==> config.mk <==
export PLATFORM = sky130hd
export DESIGN_NAME = mci_mcu_sram_arb
export DESIGN_NICKNAME = d
export VERILOG_FILES = /design/src/rtl/mci_mcu_sram_arb_pkg.sv /design/src/rtl/mci_mcu_sram_arb_rr_arb2.sv /design/src/rtl/mci_mcu_sram_arb.sv
export SDC_FILE = /design/constraint.sdc
export NUM_CORES = 1
export LEC_CHECK = 0
export ABC_AREA = 1
export BUFFER_PORTS_ARGS = -buffer_cell sky130_fd_sc_hd__buf_2
export CORE_AREA = 3 3 103 105
export CTS_CLUSTER_DIAMETER = 120
export CTS_CLUSTER_SIZE = 12
export DETAILED_ROUTE_END_ITERATION = 16
export DIE_AREA = 0 0 106 108
export PLACE_DENSITY = 0.61
export SYNTH_ARGS = -nofsm -noshare
export SYNTH_HDL_FRONTEND = slang
export SYNTH_SLANG_ARGS = --single-unit
export TNS_END_PERCENT = 20
==> constraint.sdc <==
create_clock -name clk -period 1.95 [get_ports clk]
set_input_delay 0.39 -clock clk [delete_from_list [all_inputs] [get_ports clk]]
set_output_delay 0.39 -clock clk [all_outputs]
set_load 0.005 [all_outputs]
==> src/rtl/mci_mcu_sram_arb_pkg.sv <==
// Shared types and constants for the MCU SRAM two-requester arbiter.
package mci_mcu_sram_arb_pkg;

    localparam int MCU_SRAM_ARB_NUM_REQ = 2;

    // Request fields of whichever requester won arbitration this cycle.
    typedef struct packed {
        logic        write;
        logic [31:0] addr;
        logic [31:0] wdata;
        logic [3:0]  wstrb;
    } mcu_sram_arb_req_t;

    // One slot of the response pipe: who issued it, what kind, and whether it was out of range.
    typedef struct packed {
        logic vld;
        logic owner;
        logic write;
        logic err;
    } mcu_sram_arb_rsp_tag_t;

endpackage

==> src/rtl/mci_mcu_sram_arb_rr_arb2.sv <==
// Two-way round-robin arbiter. The pointer only moves when both requesters compete,
// and then it points at the requester that lost.
module mci_rr_arb2 (
    input  logic       clk,
    input  logic       rst,
    input  logic [1:0] req,
    output logic [1:0] grant,
    output logic       win
);

    logic rr_ptr;

    // Pick the sole requester, or the one rr_ptr favours when both are asking.
    always_comb begin
        grant = 2'b00;
        win   = (req == 2'b11) ? rr_ptr : req[1];
        if (req != 2'b00) begin
            grant[win] = 1'b1;
        end
    end

    // Flip priority away from the winner after every contested grant.
    always_ff @(posedge clk) begin
        if (rst) begin
            rr_ptr <= 1'b0;
        end else if (req == 2'b11) begin
            rr_ptr <= ~win;
        end
    end

endmodule

==> src/rtl/mci_mcu_sram_arb.sv <==
// Arbiter sharing the single-ported MCU SRAM between the MCU LSU/IFU path (requester 0)
// and the Caliptra/AXI CIF path (requester 1). One access per cycle, responses returned
// in order after a fixed latency. Requester addresses may be at most 32 bits wide.
module mci_mcu_sram_arb
    import mci_mcu_sram_arb_pkg::*;
#(
    parameter int MCU_SRAM_SIZE_KB = 1024,
    parameter int ADDR_W           = $clog2(MCU_SRAM_SIZE_KB * 1024 / 4),
    parameter int REQ_ADDR_W       = 32,
    parameter int RD_LAT           = 1
) (
    input  logic                       clk,
    input  logic                       rst,
    input  logic [1:0]                 req_dv,
    input  logic [1:0]                 req_write,
    input  logic [1:0][REQ_ADDR_W-1:0] req_addr,
    input  logic [1:0][31:0]           req_wdata,
    input  logic [1:0][3:0]            req_wstrb,
    output logic [1:0]                 req_hold,
    output logic [1:0]                 rsp_valid,
    output logic [31:0]                rsp_rdata,
    output logic [1:0]                 rsp_error,
    output logic                       sram_cs,
    output logic                       sram_we,
    output logic [ADDR_W-1:0]          sram_addr,
    output logic [31:0]                sram_wdata,
    output logic [3:0]                 sram_wstrb,
    input  logic [31:0]                sram_rdata
);

    localparam int DEPTH = MCU_SRAM_SIZE_KB * 1024 / 4;

    logic [1:0]            req_live;
    logic [1:0]            grant;
    logic                  win;
    logic                  any_gnt;
    logic                  in_range;
    logic [1:0]            unused_addr_lsb;
    mcu_sram_arb_req_t     sel;
    mcu_sram_arb_rsp_tag_t new_tag;
    mcu_sram_arb_rsp_tag_t out_tag;
    mcu_sram_arb_rsp_tag_t pipe [RD_LAT];

    // Nobody is granted while reset is asserted.
    assign req_live = req_dv & {2{~rst}};

    mci_rr_arb2 u_rr_arb2 (
        .clk   (clk),
        .rst   (rst),
        .req   (req_live),
        .grant (grant),
        .win   (win)
    );

    // Mux the winning requester's fields and check the dword index against the SRAM depth.
    always_comb begin
        sel.write       = req_write[win];
        sel.addr        = 32'(req_addr[win]);
        sel.wdata       = req_wdata[win];
        sel.wstrb       = req_wstrb[win];
        any_gnt         = |grant;
        in_range        = sel.addr[31:2] < 30'(DEPTH);
        unused_addr_lsb = sel.addr[1:0];
    end

    // Drive the SRAM port and handshakes; out-of-range requests are accepted without touching the SRAM.
    always_comb begin
        req_hold   = rst ? 2'b11 : (req_dv & ~grant);
        sram_cs    = any_gnt & in_range;
        sram_we    = sram_cs & sel.write;
        sram_addr  = sram_cs ? sel.addr[ADDR_W+1:2] : '0;
        sram_wdata = sram_we ? sel.wdata : 32'h0;
        sram_wstrb = sram_we ? sel.wstrb : 4'h0;
        new_tag    = '0;
        if (any_gnt) begin
            new_tag.vld   = 1'b1;
            new_tag.owner = win;
            new_tag.write = sel.write;
            new_tag.err   = ~in_range;
        end
    end

    // Carry each accepted request's tag alongside the SRAM read latency; reset drops anything in flight.
    always_ff @(posedge clk) begin
        if (rst) begin
            for (int i = 0; i < RD_LAT; i++) begin
                pipe[i] <= '0;
            end
        end else begin
            pipe[0] <= new_tag;
            for (int i = 1; i < RD_LAT; i++) begin
                pipe[i] <= pipe[i-1];
            end
        end
    end

    // Route the oldest tag to its owner; only clean reads carry SRAM data.
    always_comb begin
        out_tag   = pipe[RD_LAT-1];
        rsp_valid = 2'b00;
        rsp_error = 2'b00;
        rsp_rdata = 32'h0;
        if (!rst && out_tag.vld) begin
            rsp_valid[out_tag.owner] = 1'b1;
            rsp_error[out_tag.owner] = out_tag.err;
            if (!out_tag.write && !out_tag.err) begin
                rsp_rdata = sram_rdata;
            end
        end
    end

endmodule

# Yosys cells after proc, flatten, opt, wreduce, memory -nomap -nowiden
# Memory sizes are Yosys's and may differ from the RTL's.
# Index checks and enable logic that the tools add are counted.
# totals
register_bits	1
ramBits	4
in_bits	174
output_inout_bits	94
wordCells	55
mem_count	1
# classes
magnitude_cmp	5
n_eq_ne	1
n_mux	28
bitwise	9
reduce_logical	10
# mem_list
name	depth	width	rd	rd_clocked_by_memory_dff	write_ports	line	source
pipe	1	4	1	0	1	mci_mcu_sram_arb.sv:42	mcu_sram_arb_rsp_tag_t pipe [RD_LAT];
# op_table
operator	count
2-to-1 mux 32 bit	7
< comparator 30 x 19 -> 1 bit (second input constant)	1
2-to-1 mux 4 bit	5
2-to-1 mux 18 bit	1
2-to-1 mux 1 bit	9
2-to-1 mux 2 bit	4
AND 2 bit	3
logical AND 1 bit	4
< comparator 1 x 2 -> 1 bit (second input constant)	2
OR reduction 4 bit	1
logical NOT 1 bit	3
NOT 1 bit	3
AND 1 bit	2
demux 1 bit (select 1 bit)	2
equality test 2 bit (second input constant)	1
>= comparator 1 bit (second input constant)	2
NOT 2 bit	1
nonzero test 2 bit	1
OR reduction 2 bit	1

# Longest topological paths before layout
# depth
depth_word	13
depth_mapped	9
ltp_nobuf	8

# Modules after synthesis
# A second synthesis with hierarchy kept.
# unflattened
cells_unflattened	229
hier_area_um2	1465.2
# modules_own_cells
module	instances	cells_each	area_per_inst_um2	seq_area_each_um2
mci_mcu_sram_arb	1	218	1398.8	80.1
mci_rr_arb2	1	11	66.3	20.0

# Worst setup path after synthesis
# No wires, ideal clock.
# synth_timing
kind	input-to-output
from	in req_dv[1]
to	out sram_wdata[25]
t_arrival_ns	1.262
required_time_ns	1.560
slack_ns	0.298
path_stages	9
n_path_buf	1
cell_sequence	inv_1 > nor2_2 > nand2_2 > nor2_1 > nand2_1 > nand2_2 > nand2_4 > buf_6 > nor2_1
# synth_via
elab_chain_cells	12
word_cells_on_any_way	21
classes_between	3 x order compare; 1 x eq/ne; 11 x mux; 3 x bitwise; 3 x reduce/logical
# synth_rtl
element	line	source
from (decl)	mci_mcu_sram_arb.sv:14	input logic [1:0] req_dv,
AND 2 bit *	mci_mcu_sram_arb.sv:45	assign req_live = req_dv & {2{~rst}};
parallel branches: the longest is 10 deep, another holds < comparator 30 x 19 -> 1 bit	n/a	
2-to-1 mux 32 bit *	mci_mcu_sram_arb.sv:72	sram_wdata = sram_we ? sel.wdata : 32'h0;
to (decl)	mci_mcu_sram_arb.sv:26	output logic [31:0] sram_wdata,
# Every way passes the cells marked *. The select of a mux whose other input is x is not followed.

# Worst setup path after layout
# layout_timing
from	in rst
to	out sram_wdata[22]
# layout_via
elab_chain_cells	13
word_cells_on_any_way	22
classes_between	3 x order compare; 1 x eq/ne; 11 x mux; 4 x bitwise; 3 x reduce/logical
# layout_rtl
element	line	source
from (decl)	mci_mcu_sram_arb.sv:13	input logic rst,
NOT 1 bit *	mci_mcu_sram_arb.sv:45	
AND 2 bit *	mci_mcu_sram_arb.sv:45	
parallel branches: the longest is 10 deep, another holds < comparator 30 x 19 -> 1 bit	n/a	
2-to-1 mux 32 bit *	mci_mcu_sram_arb.sv:72	
# Marks and branches as above.

==> impl_metrics.csv <==
group,metric,value,unit
logic_synthesis,synth-simple-area-share,72.0,%
pwr,cellLeakagePower,2.49,nW
route,drt_iter0_markers,94,
global_route,grt_start_max_net_pins,37,
logic_synthesis,syn_avg_cell_area,4.52,um^2
logic_synthesis,synth_top_area_cell,"nand2_1",
logic_synthesis,synth-compound-area-share,1.07,%
global_route,grt_pass1_vias,2619,
logic_synthesis,synth_top_area_share,38.0,%
status,status,"finished, violations left",
critical_path,required,1.56,ns
global_route,grt-ovfl-total,0,
pwr,ir_drop,0.202,mV
route,drt-wirelength-per-cell,11.1,um
global_route,grt.total_usage,12.2,%
status,violations,"negative setup slack",
floorplanning,start_util,18.1,%
route,via_per_inst,3.95,
sta,finalHoldViolations,0,
logic_synthesis,synth_area,1760,um^2
sta,fin_crit_sh,101,%
sta,finClkSkew,0.00503,ns
floorplanning,dieArea,11400,um^2
route,ant_nets,0,
critical_path,crit_top_cell,"nor2_4",
layout,multi_input_area,1500,um^2
logic_synthesis,synth_most_common_cell,"nand2_1",
layout,final_cell_area,3770,um^2
layout,diodes,0,
layout,drive_above_1_share,51.8,%
route,first_pass_iters,4,
route,routed_wl,8.77,mm
logic_synthesis,muxShareOfSynthArea,0,%
layout,register_area,104,um^2
clocking,clkSinkCount,5,
logic_synthesis,yosysUniqueCellTypes,19,
place,dpl_cell_area,3270,um^2
layout,post-route-util,38.8,%
place,hpwl,6.90,mm
logic_synthesis,synth_xor_area_share,0,%
layout,syn_to_final_growth,115,%
sta,finalMaxSlewViolations,0,
run,maxCapViolCount,0,
logic_synthesis,ys.flop_type,"dfxtp_1",
logic_synthesis,yosysSeqAreaShare,5.69,%
critical_path,end_kind,"output pin",
critical_path,slowest_delay,0.22,ns
floorplanning,core,9730,um^2
route,drc,0,
sta,period_minus_slack,1.98,ns
clocking,clockBufferDepth,2,
sta,finalSetupViolations,12,
sta,worst_slack,-0.0290,ns
critical_path,critPathKind,"input pin to output pin",
clocking,numCtsBuffers,3,
floorplanning,fp-row-count,36,
logic_synthesis,synthTopCellsByArea,"nand2_1 38%, nor2_1 16%, nor3b_1 14%",
pwr,powerDensity,222,nW/um^2
place,routabilityCongestion,0.750,
critical_path,worst_ep_arrival_time,1.59,ns
global_route,grt_pass1_wl,11.8,mm
sta,slew_headroom,81.0,%
layout,n_fill_cell,1124,
logic_synthesis,async_flop_share,0,%
hold_path,hold_path.class,"input pin to register",
floorplanning,die_x,106,um
logic_synthesis,synth_cells,389,
critical_path,cp_slowest_cell,"nor2_4",
place,dp_slack,-0.0671,ns
sta,worst_pin_slew,0.285,ns
clocking,root_buffer,"clkbuf_8",
clocking,clock_latency,0.22,ns
clocking,clk_pin_slew,0.04,ns
layout,final_nets,833,
critical_path,crit_chain,"buf_6 -> inv_4 -> nand2_4 -> nor2_4 -> nor2_4 -> nor2_4 -> nand2_8 -> clkbuf_16 -> nor2_4 -> buf_2",
logic_synthesis,synthAdderAreaFrac,0,%
floorplanning,io_pins,268,
logic_synthesis,synth_edf_count,0,
clocking,cts_tree,"built",
logic_synthesis,ys_ff_latch,5,
place,port_buffers,263,
global_route,antenna_found_initial,0,
floorplanning,die_height,108,um
logic_synthesis,ys_warn_count,0,
logic_synthesis,synth.top_cells.by_count,"178 x nand2_1, 75 x nor2_1, 62 x inv_1",
sta,rsz0062_at_grt,"yes",
route,vias,3126,
critical_path,start_kind,"input pin",
logic_synthesis,synth_top_family_by_area,"simple AND/OR/NAND/NOR gates",
sta,fmax,505,MHz
logic_synthesis,mappedNetlistNets,563,
critical_path,path_max_fanout,7,
clocking,htreeDepth,1,
-- flip-flops by register name (all words and copies together), names as in the netlist --
register,cells
pipe,4
u_rr_arb2.rr_ptr,1
-- kinds of logic after synthesis --
kind of cell | after synthesis
DFF | 5
AOI/OAI and AO/OA | 3
buffers and inverters | 85
and+or+nand+nor | 296
-- layout by cell type (no fill, tap or decap) --
cell and n:
inv_2 1, nor2_4 19, nand2_2 3, o21ai_0 1, or2_4 1, dfxtp_4 1, buf_2 256, clkbuf_16 5
buf_12 4, a21oi_1 1, nor2_2 17, buf_4 9, inv_4 2, nor2_1 42, clkinv_2 1, nor3_1 2
buf_8 4, nand2_8 1, inv_1 60, buf_6 9, nand2_4 4, o21ai_2 1, nor3b_1 32, nand2_1 174
dfxtp_1 4, clkbuf_8 3, nand3b_1 1
-- area by class of cell --
| type | count | area share, % |
|---|---|---|
| inverter | 63 | 6.40 |
| timing repair buffer | 287 | 45.5 |
| sequential | 5 | 2.75 |
| tap | 133 | 4.41 |
| clock inverter | 1 | 0.133 |
| clock buffer | 3 | 1.09 |
| multi-input combinational | 299 | 39.8 |
-- metal layers --
layer  wire length, um  track usage [%]
met5                 0                0
met4                45            0.833
met1              3300             13.4
met3               842             3.52
met2              4580             24.0
-- per-stage QoR --
stage	TNS, ns	hold slack [ns]	std cells	total power, mW
2_1_floorplan	0	0.446	389	0.342
3_3_place_gp	-0.219	0.473	778	0.588
3_5_place_dp	-0.487	0.475	778	0.591
4_1_cts	0	0.459	782	0.787
5_1_grt	-3.62	0.466	791	0.921
6_report	-0.210	0.452	791	0.837
-- power by group --
part	switching (mW)	leakage [nW]	internal [mW]
Clock	0.0494	0.0255	0.137
Combinational	0.261	2.42	0.276
Sequential	0.00454	0.0423	0.110
Total	0.314	2.49	0.523
-- path summary, 6_finish.rpt --
| check | start | endpoint | slack [ns] | cells after the start |
|---|---|---|---|---|
| worst max-delay path | rst | sram_wdata[22] | -0.03 | 10 |
| worst min-delay path | rst | u_rr_arb2.rr_ptr | 0.45 | 3 |
| worst max register to register | u_rr_arb2.rr_ptr | pipe[0][0] | 0.91 | 6 |
| worst min register to register | u_rr_arb2.rr_ptr | u_rr_arb2.rr_ptr | 0.50 | 2 |
-- timing repair --
action                     in CTS  in global routing
setup endpoints to repair      46                 61
gates resized for setup         8                 76
pin swaps                       4                 10
gates cloned                    0                  7
hold buffers                    0                  0
setup buffers                   0                  2
-- critical path: cells and delay by family --
family                 cells  cell delay (ns)
buffers and inverters      4             0.47
AND/OR/NAND/NOR            6             0.71
No activity file was read; power rests on OpenSTA's default activity.
